File: src/rtl/mm_pkg.sv
// Shared definitions for the matrix-multiply operand buffer: FSM state
// encoding, default geometry and the flat-bus lane slicing helper.
package mm_pkg;

   localparam int DEF_DATA_W  = 4;
   localparam int DEF_MAX_DIM = 3;

   // Buffer sequencing: load W, load X, stream K outer-product steps, pulse done.
   typedef enum logic [2:0] {
      ST_IDLE   = 3'd0,
      ST_LOAD_W = 3'd1,
      ST_LOAD_X = 3'd2,
      ST_STREAM = 3'd3,
      ST_DONE   = 3'd4
   } state_t;

   // Bit position of the least significant bit of a lane on a flat bus;
   // lane 0 lives in the LSBs.
   function automatic int lane_lsb(input int lane, input int width);
      return lane * width;
   endfunction

endpackage

File: src/rtl/mat_regfile.sv
// MAX_DIM*MAX_DIM element register array. One synchronous write port,
// synchronous clear, and a combinational read of MAX_DIM lanes taken at
// base, base+stride, base+2*stride, ... Disabled lanes and lanes whose
// address falls past the array read as zero.
module mat_regfile
   import mm_pkg::*;
#(
   parameter int DATA_W  = DEF_DATA_W,
   parameter int MAX_DIM = DEF_MAX_DIM,
   parameter int DIM_W   = $clog2(MAX_DIM + 1),
   parameter int AW      = $clog2(MAX_DIM * MAX_DIM)
) (
   input  logic                        clk,
   input  logic                        clear,
   input  logic                        we,
   input  logic [AW-1:0]               waddr,
   input  logic [DATA_W-1:0]           wdata,
   input  logic [AW-1:0]               base,
   input  logic [DIM_W-1:0]            stride,
   input  logic [MAX_DIM-1:0]          lane_en,
   output logic [MAX_DIM*DATA_W-1:0]   rdata
);

   localparam int DEPTH = MAX_DIM * MAX_DIM;

   logic [DATA_W-1:0] mem [DEPTH];

   // Clear wipes every entry; otherwise a write lands at waddr when in range.
   always_ff @(posedge clk) begin
      if (clear) begin
         for (int i = 0; i < DEPTH; i++) begin
            mem[i] <= '0;
         end
      end else if (we && (int'(waddr) < DEPTH)) begin
         mem[waddr] <= wdata;
      end
   end

   // Strided lane read; each lane is forced to zero unless enabled.
   always_comb begin
      rdata = '0;
      for (int i = 0; i < MAX_DIM; i++) begin
         int addr;
         addr = int'(base) + i * int'(stride);
         if (lane_en[i] && (addr < DEPTH)) begin
            rdata[lane_lsb(i, DATA_W) +: DATA_W] = mem[addr[AW-1:0]];
         end
      end
   end

endmodule

File: src/rtl/mem_bank_stream.sv
// Operand buffer for the MAC array. Loads W (rows_w x cols_w) and then
// X (rows_x x cols_x) row-major from one input stream, then emits one
// outer-product step per accepted beat: column k of W on data_outw and
// row k of X on data_outx, for k = 0 .. cols_w-1.
//
// Handshakes: a beat transfers on a rising edge where valid && ready.
// in_ready/out_valid never depend combinationally on in_valid/out_ready,
// and once out_valid is high the step data and step index hold steady
// until the beat is taken.
module mem_bank_stream
   import mm_pkg::*;
#(
   parameter int DATA_W  = DEF_DATA_W,
   parameter int MAX_DIM = DEF_MAX_DIM,
   parameter int DIM_W   = $clog2(MAX_DIM + 1)
) (
   input  logic                        clk,
   input  logic                        clear_mem,
   input  logic                        start,
   input  logic [DIM_W-1:0]            rows_w,
   input  logic [DIM_W-1:0]            cols_w,
   input  logic [DIM_W-1:0]            rows_x,
   input  logic [DIM_W-1:0]            cols_x,
   input  logic                        in_valid,
   output logic                        in_ready,
   input  logic [DATA_W-1:0]           data_in,
   output logic                        out_valid,
   input  logic                        out_ready,
   output logic [MAX_DIM*DATA_W-1:0]   data_outw,
   output logic [MAX_DIM*DATA_W-1:0]   data_outx,
   output logic [DIM_W-1:0]            step,
   output logic                        ld_mac,
   output logic                        clear_mac,
   output logic                        last,
   output logic                        done,
   output logic                        busy,
   output logic                        dim_err
);

   localparam int AW = $clog2(MAX_DIM * MAX_DIM);

   state_t            state;
   logic [DIM_W-1:0]  rw, cw, rx, cx;
   logic [AW-1:0]     wcnt, xcnt;

   logic              in_fire, out_fire;
   logic              dims_ok;
   logic              w_last, x_last, k_last;
   logic              streaming;
   logic [MAX_DIM-1:0] w_en, x_en;
   logic [AW-1:0]     x_base;

   assign in_fire   = in_valid && in_ready;
   assign out_fire  = out_valid && out_ready;
   assign streaming = (state == ST_STREAM);

   assign dims_ok = (rows_w != '0) && (cols_w != '0) &&
                    (rows_x != '0) && (cols_x != '0) &&
                    (int'(rows_w) <= MAX_DIM) && (int'(cols_w) <= MAX_DIM) &&
                    (int'(rows_x) <= MAX_DIM) && (int'(cols_x) <= MAX_DIM) &&
                    (cols_w == rows_x);

   assign w_last = (int'(wcnt) == int'(rw) * int'(cw) - 1);
   assign x_last = (int'(xcnt) == int'(rx) * int'(cx) - 1);
   assign k_last = (step == cw - DIM_W'(1));

   assign ld_mac    = out_fire;
   assign clear_mac = out_valid && (step == '0);
   assign last      = out_valid && k_last;

   // Row k of X starts at k*cols_x; column k of W starts at k with stride cols_w.
   assign x_base = AW'(int'(step) * int'(cx));

   // Lane enables: only rows of W / columns of X that exist, only while streaming.
   always_comb begin
      w_en = '0;
      x_en = '0;
      for (int i = 0; i < MAX_DIM; i++) begin
         w_en[i] = streaming && (i < int'(rw));
         x_en[i] = streaming && (i < int'(cx));
      end
   end

   mat_regfile #(
      .DATA_W  (DATA_W),
      .MAX_DIM (MAX_DIM),
      .DIM_W   (DIM_W),
      .AW      (AW)
   ) u_w_mem (
      .clk     (clk),
      .clear   (clear_mem),
      .we      ((state == ST_LOAD_W) && in_fire),
      .waddr   (wcnt),
      .wdata   (data_in),
      .base    (AW'(step)),
      .stride  (cw),
      .lane_en (w_en),
      .rdata   (data_outw)
   );

   mat_regfile #(
      .DATA_W  (DATA_W),
      .MAX_DIM (MAX_DIM),
      .DIM_W   (DIM_W),
      .AW      (AW)
   ) u_x_mem (
      .clk     (clk),
      .clear   (clear_mem),
      .we      ((state == ST_LOAD_X) && in_fire),
      .waddr   (xcnt),
      .wdata   (data_in),
      .base    (x_base),
      .stride  (DIM_W'(1)),
      .lane_en (x_en),
      .rdata   (data_outx)
   );

   // Sequencer: state, latched dims, counters and registered status outputs.
   always_ff @(posedge clk) begin
      if (clear_mem) begin
         state     <= ST_IDLE;
         rw        <= '0;
         cw        <= '0;
         rx        <= '0;
         cx        <= '0;
         wcnt      <= '0;
         xcnt      <= '0;
         step      <= '0;
         in_ready  <= 1'b0;
         out_valid <= 1'b0;
         busy      <= 1'b0;
         done      <= 1'b0;
         dim_err   <= 1'b0;
      end else begin
         done    <= 1'b0;
         dim_err <= 1'b0;
         case (state)
            ST_IDLE: begin
               if (start) begin
                  if (dims_ok) begin
                     rw       <= rows_w;
                     cw       <= cols_w;
                     rx       <= rows_x;
                     cx       <= cols_x;
                     wcnt     <= '0;
                     xcnt     <= '0;
                     step     <= '0;
                     in_ready <= 1'b1;
                     busy     <= 1'b1;
                     state    <= ST_LOAD_W;
                  end else begin
                     dim_err <= 1'b1;
                  end
               end
            end
            ST_LOAD_W: begin
               if (in_fire) begin
                  if (w_last) begin
                     wcnt  <= '0;
                     state <= ST_LOAD_X;
                  end else begin
                     wcnt <= wcnt + AW'(1);
                  end
               end
            end
            ST_LOAD_X: begin
               if (in_fire) begin
                  if (x_last) begin
                     xcnt      <= '0;
                     in_ready  <= 1'b0;
                     out_valid <= 1'b1;
                     state     <= ST_STREAM;
                  end else begin
                     xcnt <= xcnt + AW'(1);
                  end
               end
            end
            ST_STREAM: begin
               if (out_fire) begin
                  if (k_last) begin
                     step      <= '0;
                     out_valid <= 1'b0;
                     done      <= 1'b1;
                     state     <= ST_DONE;
                  end else begin
                     step <= step + DIM_W'(1);
                  end
               end
            end
            ST_DONE: begin
               busy  <= 1'b0;
               state <= ST_IDLE;
            end
            default: begin
               in_ready  <= 1'b0;
               out_valid <= 1'b0;
               busy      <= 1'b0;
               state     <= ST_IDLE;
            end
         endcase
      end
   end

endmodule

File: config.mk
export PLATFORM = sky130hd
export DESIGN_NAME = mem_bank_stream
export DESIGN_NICKNAME = d
export VERILOG_FILES = /design/src/rtl/mm_pkg.sv /design/src/rtl/mat_regfile.sv /design/src/rtl/mem_bank_stream.sv
export SDC_FILE = /design/constraint.sdc
export NUM_CORES = 1
export LEC_CHECK = 0
export ABC_AREA = 1
export CAP_MARGIN = 10
export CORE_MARGIN = 3
export CORE_UTILIZATION = 32
export DETAILED_ROUTE_END_ITERATION = 10
export GPL_TIMING_DRIVEN = 1
export PLACE_DENSITY = 0.54
export SLEW_MARGIN = 20
export SYNTH_ARGS = -nofsm -noshare
export SYNTH_HDL_FRONTEND = slang
export SYNTH_SLANG_ARGS = --single-unit
File: constraint.sdc
create_clock -name clk -period 4.91 [get_ports clk]
set_input_delay 0.982 -clock clk [delete_from_list [all_inputs] [get_ports clk]]
set_output_delay 0.982 -clock clk [all_outputs]
set_load 0.01 [all_outputs]
# After elaboration in Yosys (flattened, before gate mapping)

Memories as Yosys holds them, arrays and structs flattened. A register that Yosys moved wholly into a read port is not among the register bits.
Cells that the tools add are included.
Widths: inputs -> output; s select.

Add/sub/neg operators: 10
$mul: 3
$lt $le $gt $ge: 14
Equal/unequal tests: 16
Multiplexer cells: 57
Bitwise gates (word level): 7
Reduce and logical (&&, ||, !) cells: 48

Operators by type and width:

| operator            | number |
|---|---|
| $lt 32x5->1 const B | 4 |
| $mux 4              | 18 |
| $logic_and 1x1->1   | 24 |
| $mux 3              | 8 |
| $mux 1              | 20 |
| $ne 2x2->1 const B  | 8 |
| $pmux 4 s2          | 2 |
| $reduce_or 3->1     | 5 |
| $reduce_bool 2->1   | 7 |
| $lt 4x4->1 const B  | 3 |
| $mul 2x2->4         | 3 |
| $pmux 3 s4          | 1 |
| $reduce_and 4->1    | 3 |
| $eq 5x5->1          | 2 |
| $reduce_and 5->1    | 2 |
| $sub 4x1->5 const B | 2 |
| $add 4x1->4 const B | 2 |
| $lt 1x2->1 const A  | 4 |
| $mux 2              | 4 |
| $reduce_and 8->1    | 1 |
| $reduce_or 4->1     | 2 |
| $not 1->1           | 7 |
| $eq 3x2->1 const B  | 2 |
| $pmux 1 s3          | 2 |
| 16 further kinds    | 19 |

Register bits after elaboration: 26
RAM bits: 72
Input bits: 17
Output and inout port bits: 34
Word-level logic and storage cells: 170
Memories: 2

Memories:

| name        | words | width | rd ports | clocked after Yosys merged registers in | wr ports | line              | source |
|---|---|---|---|---|---|---|---|
| u_w_mem.mem | 9     | 4     | 3        | 1                                       | 9        | mat_regfile.sv:26 | `logic [DATA_W-1:0] mem [DEPTH];` |
| u_x_mem.mem | 9     | 4     | 3        | 0                                       | 9        | mat_regfile.sv:26 |  |

# Depth between registers and ports, before layout

Gate-level depths: netlist of the first run.

Word-level depth: 10
Gate-level depth with buffers: 18
Gate-level depth less buffers: 17

# By module

From an unflattened synthesis of the first run, not the netlist that was laid out.

Cell total of the unflattened synthesis: 1080
Area total of the unflattened synthesis: 7642.3 sq um

Modules (own cells, without submodules):

| module                 | instances | cells an instance | area an instance (sq um) |
|---|---|---|---|
| mat_regfile at u_x_mem | 1         | 394               | 2916.5 |
| mat_regfile at u_w_mem | 1         | 391               | 2890.3 |
| mem_bank_stream        | 1         | 295               | 1835.5 |

# Worst setup path after synthesis of the first run

Ideal clock, no wire load.

Path kind: register to output
Start: register step[1]
End: output data_outx[11]
Arrival: 2.514 ns
Required time: 3.928 ns
Setup slack: 1.414 ns
Stages on the path, launching flop included: 14
Path buffers: 3
Cells stage by stage: dfxtp_1 nand2_1 nand2_1 nand2_2 buf_4 buf_4 fa_1 clkbuf_1 clkinv_1 a21oi_1 o21ai_0 nand3_1 nand2_1 nor2_1

Word-level cells in the longest chain between the ends: 5

RTL lines:

| what                   | line                   | source |
|---|---|---|
| from (decl)            | mem_bank_stream.sv:31  | `output logic [DIM_W-1:0] step,` |
| from (signal assigned) | mem_bank_stream.sv:186 | `step <= step + DIM_W'(1);` |
| $mul 2x2->4 (*)        | mem_bank_stream.sv:72  | `assign x_base = AW'(int'(step) * int'(cx));` |
| $add 4x2->5 (*)        | mat_regfile.sv:44      | `addr = int'(base) + i * int'(stride);` |
| $lt 32x5->1            | mat_regfile.sv:45      | `if (lane_en[i] && (addr < DEPTH)) begin` |
| $logic_and 1x1->1      | mat_regfile.sv:45      |  |
| $mux 4 (*)             | mat_regfile.sv:45      |  |
| to (decl)              | mem_bank_stream.sv:30  | `output logic [MAX_DIM*DATA_W-1:0] data_outx,` |

Every way passes the cells marked *; elsewhere a longest branch is shown, timed or not.

# Worst setup path after layout of the first run

Start: register cx[0]
End: output data_outx[5]

Word-level cells in the longest chain between the ends: 5

RTL lines:

| what                   | line                   | source |
|---|---|---|
| from (decl)            | mem_bank_stream.sv:43  | `logic [DIM_W-1:0] rw, cw, rx, cx;` |
| from (signal assigned) | mem_bank_stream.sv:144 | `cx <= cols_x;` |
| $mul 2x2->4            | mem_bank_stream.sv:72  |  |
| $add 4x1->5            | mat_regfile.sv:44      |  |
| $lt 32x5->1            | mat_regfile.sv:45      |  |
| $logic_and 1x1->1      | mat_regfile.sv:45      |  |
| $mux 4 (*)             | mat_regfile.sv:45      |  |

Marks and branches as above.

==> flow_summary.html, run 1 <==
<table>
<tr><th>Metric</th><th>Value</th></tr>
<tr><th colspan="2">Outcome</th></tr>
<tr><td>Status</td><td>finished, final reports clean</td></tr>
<tr><th colspan="2">Setup path</th></tr>
<tr><td>Category of the critical setup timing path</td><td>flip-flop to output port</td></tr>
<tr><td>Arrival time of the worst setup path</td><td>3.59 ns</td></tr>
<tr><td>Worst-path cell chain</td><td>nand2_4, nor2_4, inv_2, nand2_2, buf_6, inv_1, ha_1, nand2_1, xor2_1, nor2_1, o21ai_0, nand2_1, nor3_1, clkdlybuf4s50_1</td></tr>
<tr><td>CP top delay family</td><td>simple AND/OR/NAND/NOR gates</td></tr>
<tr><td>CP max stage cell</td><td>clkdlybuf4s50_1</td></tr>
<tr><td>Number of buffer and inverter stages on the critical path</td><td>4</td></tr>
<tr><td>Worst path required time</td><td>3.93 ns</td></tr>
<tr><td>Most repeated library cell on the critical path</td><td>nand2_1</td></tr>
<tr><td>Startpoint Class</td><td>flip-flop</td></tr>
<tr><td>Worst Setup End Kind</td><td>output port</td></tr>
<tr><td>Crit-path max cell delay</td><td>between 0.5 and 0.6 ns</td></tr>
<tr><td>Setup slack, reg-to-reg</td><td>2.34 ns</td></tr>
<tr><td>Largest fanout on the critical path</td><td>38</td></tr>
<tr><th colspan="2">CTS</th></tr>
<tr><td>Clock tree buffer depth</td><td>2</td></tr>
<tr><td>H-tree depth reported by CTS</td><td>4</td></tr>
<tr><td>CTS tree</td><td>yes</td></tr>
<tr><td>Hold_buf cts</td><td>0</td></tr>
<tr><td>Clk Tree Root Cell</td><td>clkbuf_16</td></tr>
<tr><td>Total clock sinks</td><td>140</td></tr>
<tr><td>Post-CTS repair timing setup buffer count</td><td>0</td></tr>
<tr><td>Num CTS Buffers</td><td>17</td></tr>
<tr><td>Worst-path clk slew</td><td>0.06 ns</td></tr>
<tr><td>Post-CTS sizing</td><td>0</td></tr>
<tr><td>Clock insertion delay at the later pin of the skew report</td><td>0.42 ns</td></tr>
<tr><th colspan="2">Synthesis</th></tr>
<tr><td>FFs w/ async S/R, synth</td><td>0%</td></tr>
<tr><td>Register bit total from synthesis</td><td>140</td></tr>
<tr><td>Primary flip-flop cell chosen by synthesis mapping</td><td>edfxtp_1</td></tr>
<tr><td>Yosys warning count</td><td>0</td></tr>
<tr><td>Summed instance area of the synthesized netlist</td><td>8650 sq um</td></tr>
<tr><td>Synthesized area per cell</td><td>7.97 sq um</td></tr>
<tr><td>Top cell type's share of synthesized area</td><td>38.9%</td></tr>
<tr><td>Share of synthesized area occupied by flip-flops and latches</td><td>45.4%</td></tr>
<tr><td>Netlist cell types</td><td>49</td></tr>
<tr><td>Gate count after technology mapping</td><td>~1,100</td></tr>
<tr><td>Top post-synthesis cells by area</td><td>edfxtp_1, nand2_1, nor2_1</td></tr>
<tr><td>Number of flops mapped to enable cells by yosys</td><td>112</td></tr>
<tr><td>Yosys top cell by area</td><td>edfxtp_1</td></tr>
<tr><th colspan="2">Final layout</th></tr>
<tr><td>FILL cells</td><td>2,684</td></tr>
<tr><td>Diodes inserted</td><td>0</td></tr>
<tr><td>Area occupied by registers</td><td>3920 sq um</td></tr>
<tr><td>Final nets</td><td>between 1,000 and 1,500</td></tr>
<tr><td>Final design utilization</td><td>38.1%</td></tr>
<tr><td>Post-synthesis to final-layout area growth</td><td>15.8%</td></tr>
<tr><td>Most common cell after layout, fill and taps aside</td><td>nand2_1</td></tr>
<tr><td>Multi-input combinational cell area</td><td>4120 sq um</td></tr>
<tr><td>Fraction of layout cells with a size suffix above 1</td><td>9.24%</td></tr>
<tr><td>Most frequent cells in the layout</td><td>nand2_1, nor2_1, edfxtp_1, inv_1, o21ai_0</td></tr>
<tr><th colspan="2">Timing</th></tr>
<tr><td>Final setup vio count</td><td>0</td></tr>
<tr><td>Peak clock frequency supported by timing</td><td>219 MHz</td></tr>
<tr><td>Clock Skew</td><td>0.00777 ns</td></tr>
<tr><td>Number of pins exceeding their max-slew limit in the final report</td><td>0</td></tr>
<tr><td>Final hold vios</td><td>0</td></tr>
<tr><td>Total negative setup slack</td><td>0 ns</td></tr>
<tr><td>Pin slew with the least headroom to its limit</td><td>between 0.9 and 1 ns</td></tr>
<tr><td>Time the worst path needs with I/O delays and setup</td><td>4.57 ns</td></tr>
<tr><td>Worst relative slew slack</td><td>35.3%</td></tr>
<tr><td>RSZ-0062 raised after global routing</td><td>false</td></tr>
<tr><td>Final worst path period share</td><td>93.0%</td></tr>
<tr><th colspan="2">Drt</th></tr>
<tr><td>Routed wire length</td><td>23.7 mm</td></tr>
<tr><td>Violation count after the first detailed-route iteration</td><td>560</td></tr>
<tr><td>Count of nets left with antenna violations after detail routing</td><td>0</td></tr>
<tr><td>Number of optimization iterations in the first detailed-route pass</td><td>5</td></tr>
<tr><td>Wirelength per Cell</td><td>16.0 um</td></tr>
<tr><td>Average via count per standard cell</td><td>4.91</td></tr>
<tr><td>DRC viols</td><td>0</td></tr>
<tr><td>Via count</td><td>around 7,300</td></tr>
<tr><th colspan="2">Global route</th></tr>
<tr><td>Vias in the first global route</td><td>7,035</td></tr>
<tr><td>Remaining global-route overflow</td><td>0</td></tr>
<tr><td>Global-route usage over all layers</td><td>16.6%</td></tr>
<tr><td>Pin count of the biggest net entering global routing</td><td>56</td></tr>
<tr><td>Number of antenna violations at the first check in global routing</td><td>0</td></tr>
<tr><td>Global-route wire length before repair</td><td>37.9 mm</td></tr>
<tr><th colspan="2">Place</th></tr>
<tr><td>Total half-perimeter wirelength after legalization and detailed placement</td><td>~18 mm</td></tr>
<tr><td>Final weighted congestion in routability-driven placement</td><td>0.906</td></tr>
<tr><td>Buffers added on ports</td><td>50</td></tr>
<tr><th colspan="2">Floorplanning</th></tr>
<tr><td>Number of core rows</td><td>between 50 and 60</td></tr>
<tr><td>Core footprint</td><td>26,300 sq um</td></tr>
<tr><td>Die W</td><td>170 um</td></tr>
<tr><td>Boundary pin count</td><td>51</td></tr>
<tr><td>Die span in y</td><td>between 150 and 200 um</td></tr>
<tr><td>Initial standard-cell utilization of the core</td><td>32.9%</td></tr>
<tr><td>Die area</td><td>29,000 sq um</td></tr>
<tr><th colspan="2">Worst hold path</th></tr>
<tr><td>Worst min-delay path class</td><td>flip-flop to flip-flop</td></tr>
<tr><th colspan="2">Pwr</th></tr>
<tr><td>Pwr dens</td><td>472 nW/um^2</td></tr>
<tr><td>Peak supply drop</td><td>0.000267 V</td></tr>
<tr><td>Leakage power figure</td><td>4.21 nW</td></tr>
<tr><th colspan="2">Run</th></tr>
<tr><td>Max_cap viols</td><td>0</td></tr>
</table>
sequential cells by signal, summed over array words and instances, names as in the netlist, named ones only:
name	flops
out_valid	1
u_w_mem.mem	48
u_x_mem.mem	64
wcnt	4
done	1
busy	1
rx	2
cx	2
cw	2
step	2
rw	2
state	3
in_ready	1
xcnt	4
dim_err	1
where the power goes:
part           internal (W)  total (W)  switching, W  leakage (nW)
clock network      0.000655    0.00119      0.000535         0.269
logic              0.000673    0.00199       0.00132          2.60
registers           0.00140    0.00155      0.000150          1.34
worst reg2reg max path, cell delays in order (launching register included):
cell and delay (ns):
dfxtp_1 0.34, inv_1 0.19, ha_1 0.19, a21oi_1 0.06
or3b_1 0.59, nor3_1 0.83
Yosys cell counts (all sizes together), types with 3 or more instances:
cell and number:
a211oi 4, o221ai 6, inv 112, o221a 4
nand2 274, mux2i 14, nand3 59, nor3 16
o21ai 93, a21oi 67, clkinv 7, o211ai 5
clkbuf 21, a22oi 3, edfxtp 112, nor2 178
fa 4, dfxtp 28, ha 28, xor2 5
buf 23
final timing paths:
| path | startpoint | end | cells after the start |
|---|---|---|---|
| worst max-delay path | cx[0] | data_outx[5] | 14 |
| worst min-delay path | busy | busy | 2 |
| worst max register to register | wcnt[0] | u_w_mem.mem[11][3] | 5 |
| worst min register to register | busy | busy | 2 |
through the flow:
stage | power [W] | instances | hold slack (ns) | worst slack, ns | area, sq um
after global placement | 0.00354 | 1450 | 0.464 | 0.828 | 9480
final | 0.00473 | 1482 | 0.473 | 0.343 | 10000
after floorplan | 0.00302 | 1100 | 0.439 | 1.41 | 8710
after global routing | 0.00510 | 1482 | 0.503 | 0.0706 | 10000
after detailed placement | 0.00355 | 1450 | 0.464 | 0.739 | 9480
after CTS | 0.00474 | 1482 | 0.474 | 0.288 | 10000
final cells by class:
cell class                 instances  share of cell area, %
multi-input combinational        797                   41.1
sequential                       140                   39.2
timing repair buffer              59                   5.71
inverter                         119                   4.47
clock buffer                      17                   4.25
tap                              335                   4.18
clock inverter                    15                   1.14
per-layer routing:
metal / GRT usage (%) / routed length [um] / up-vias
met5: 0 / 0 / -
met4: 5.22 / 455 / 0
met3: 2.53 / 971 / 34
met2: 26.7 / 10700 / 185
met1: 23.2 / 11500 / 3385
li1: - / - / 3676
cell families (layout without fill, tap and decap cells):
group / count (synthesis) / after routing / share of synthesized area (%)
and+or+nand+nor: 532 / 532 / 26.5
AOI/OAI and AO/OA: 196 / 196 / 13.1
buffers and inverters: 163 / 210 / 7.69
DFF: 140 / 140 / 45.4
adders and majority gates: 32 / 32 / 4.98
muxes: 14 / 14 / 1.62
xor gates and xnor gates: 7 / 7 / 0.709
other: 1 / 16 / 0.0433
Note: power is estimated with default switching activity, not from simulation.
==> run 2: changes to the inputs <==
--- a/config.mk
+++ b/config.mk
@@ -12,7 +12,6 @@
 export DETAILED_ROUTE_END_ITERATION = 10
 export GPL_TIMING_DRIVEN = 1
 export PLACE_DENSITY = 0.54
-export SLEW_MARGIN = 20
 export SYNTH_ARGS = -nofsm -noshare
 export SYNTH_HDL_FRONTEND = slang
 export SYNTH_SLANG_ARGS = --single-unit
==> results of run 2 <==
The final DEF is identical to that of run 1; final timing and power are the same.
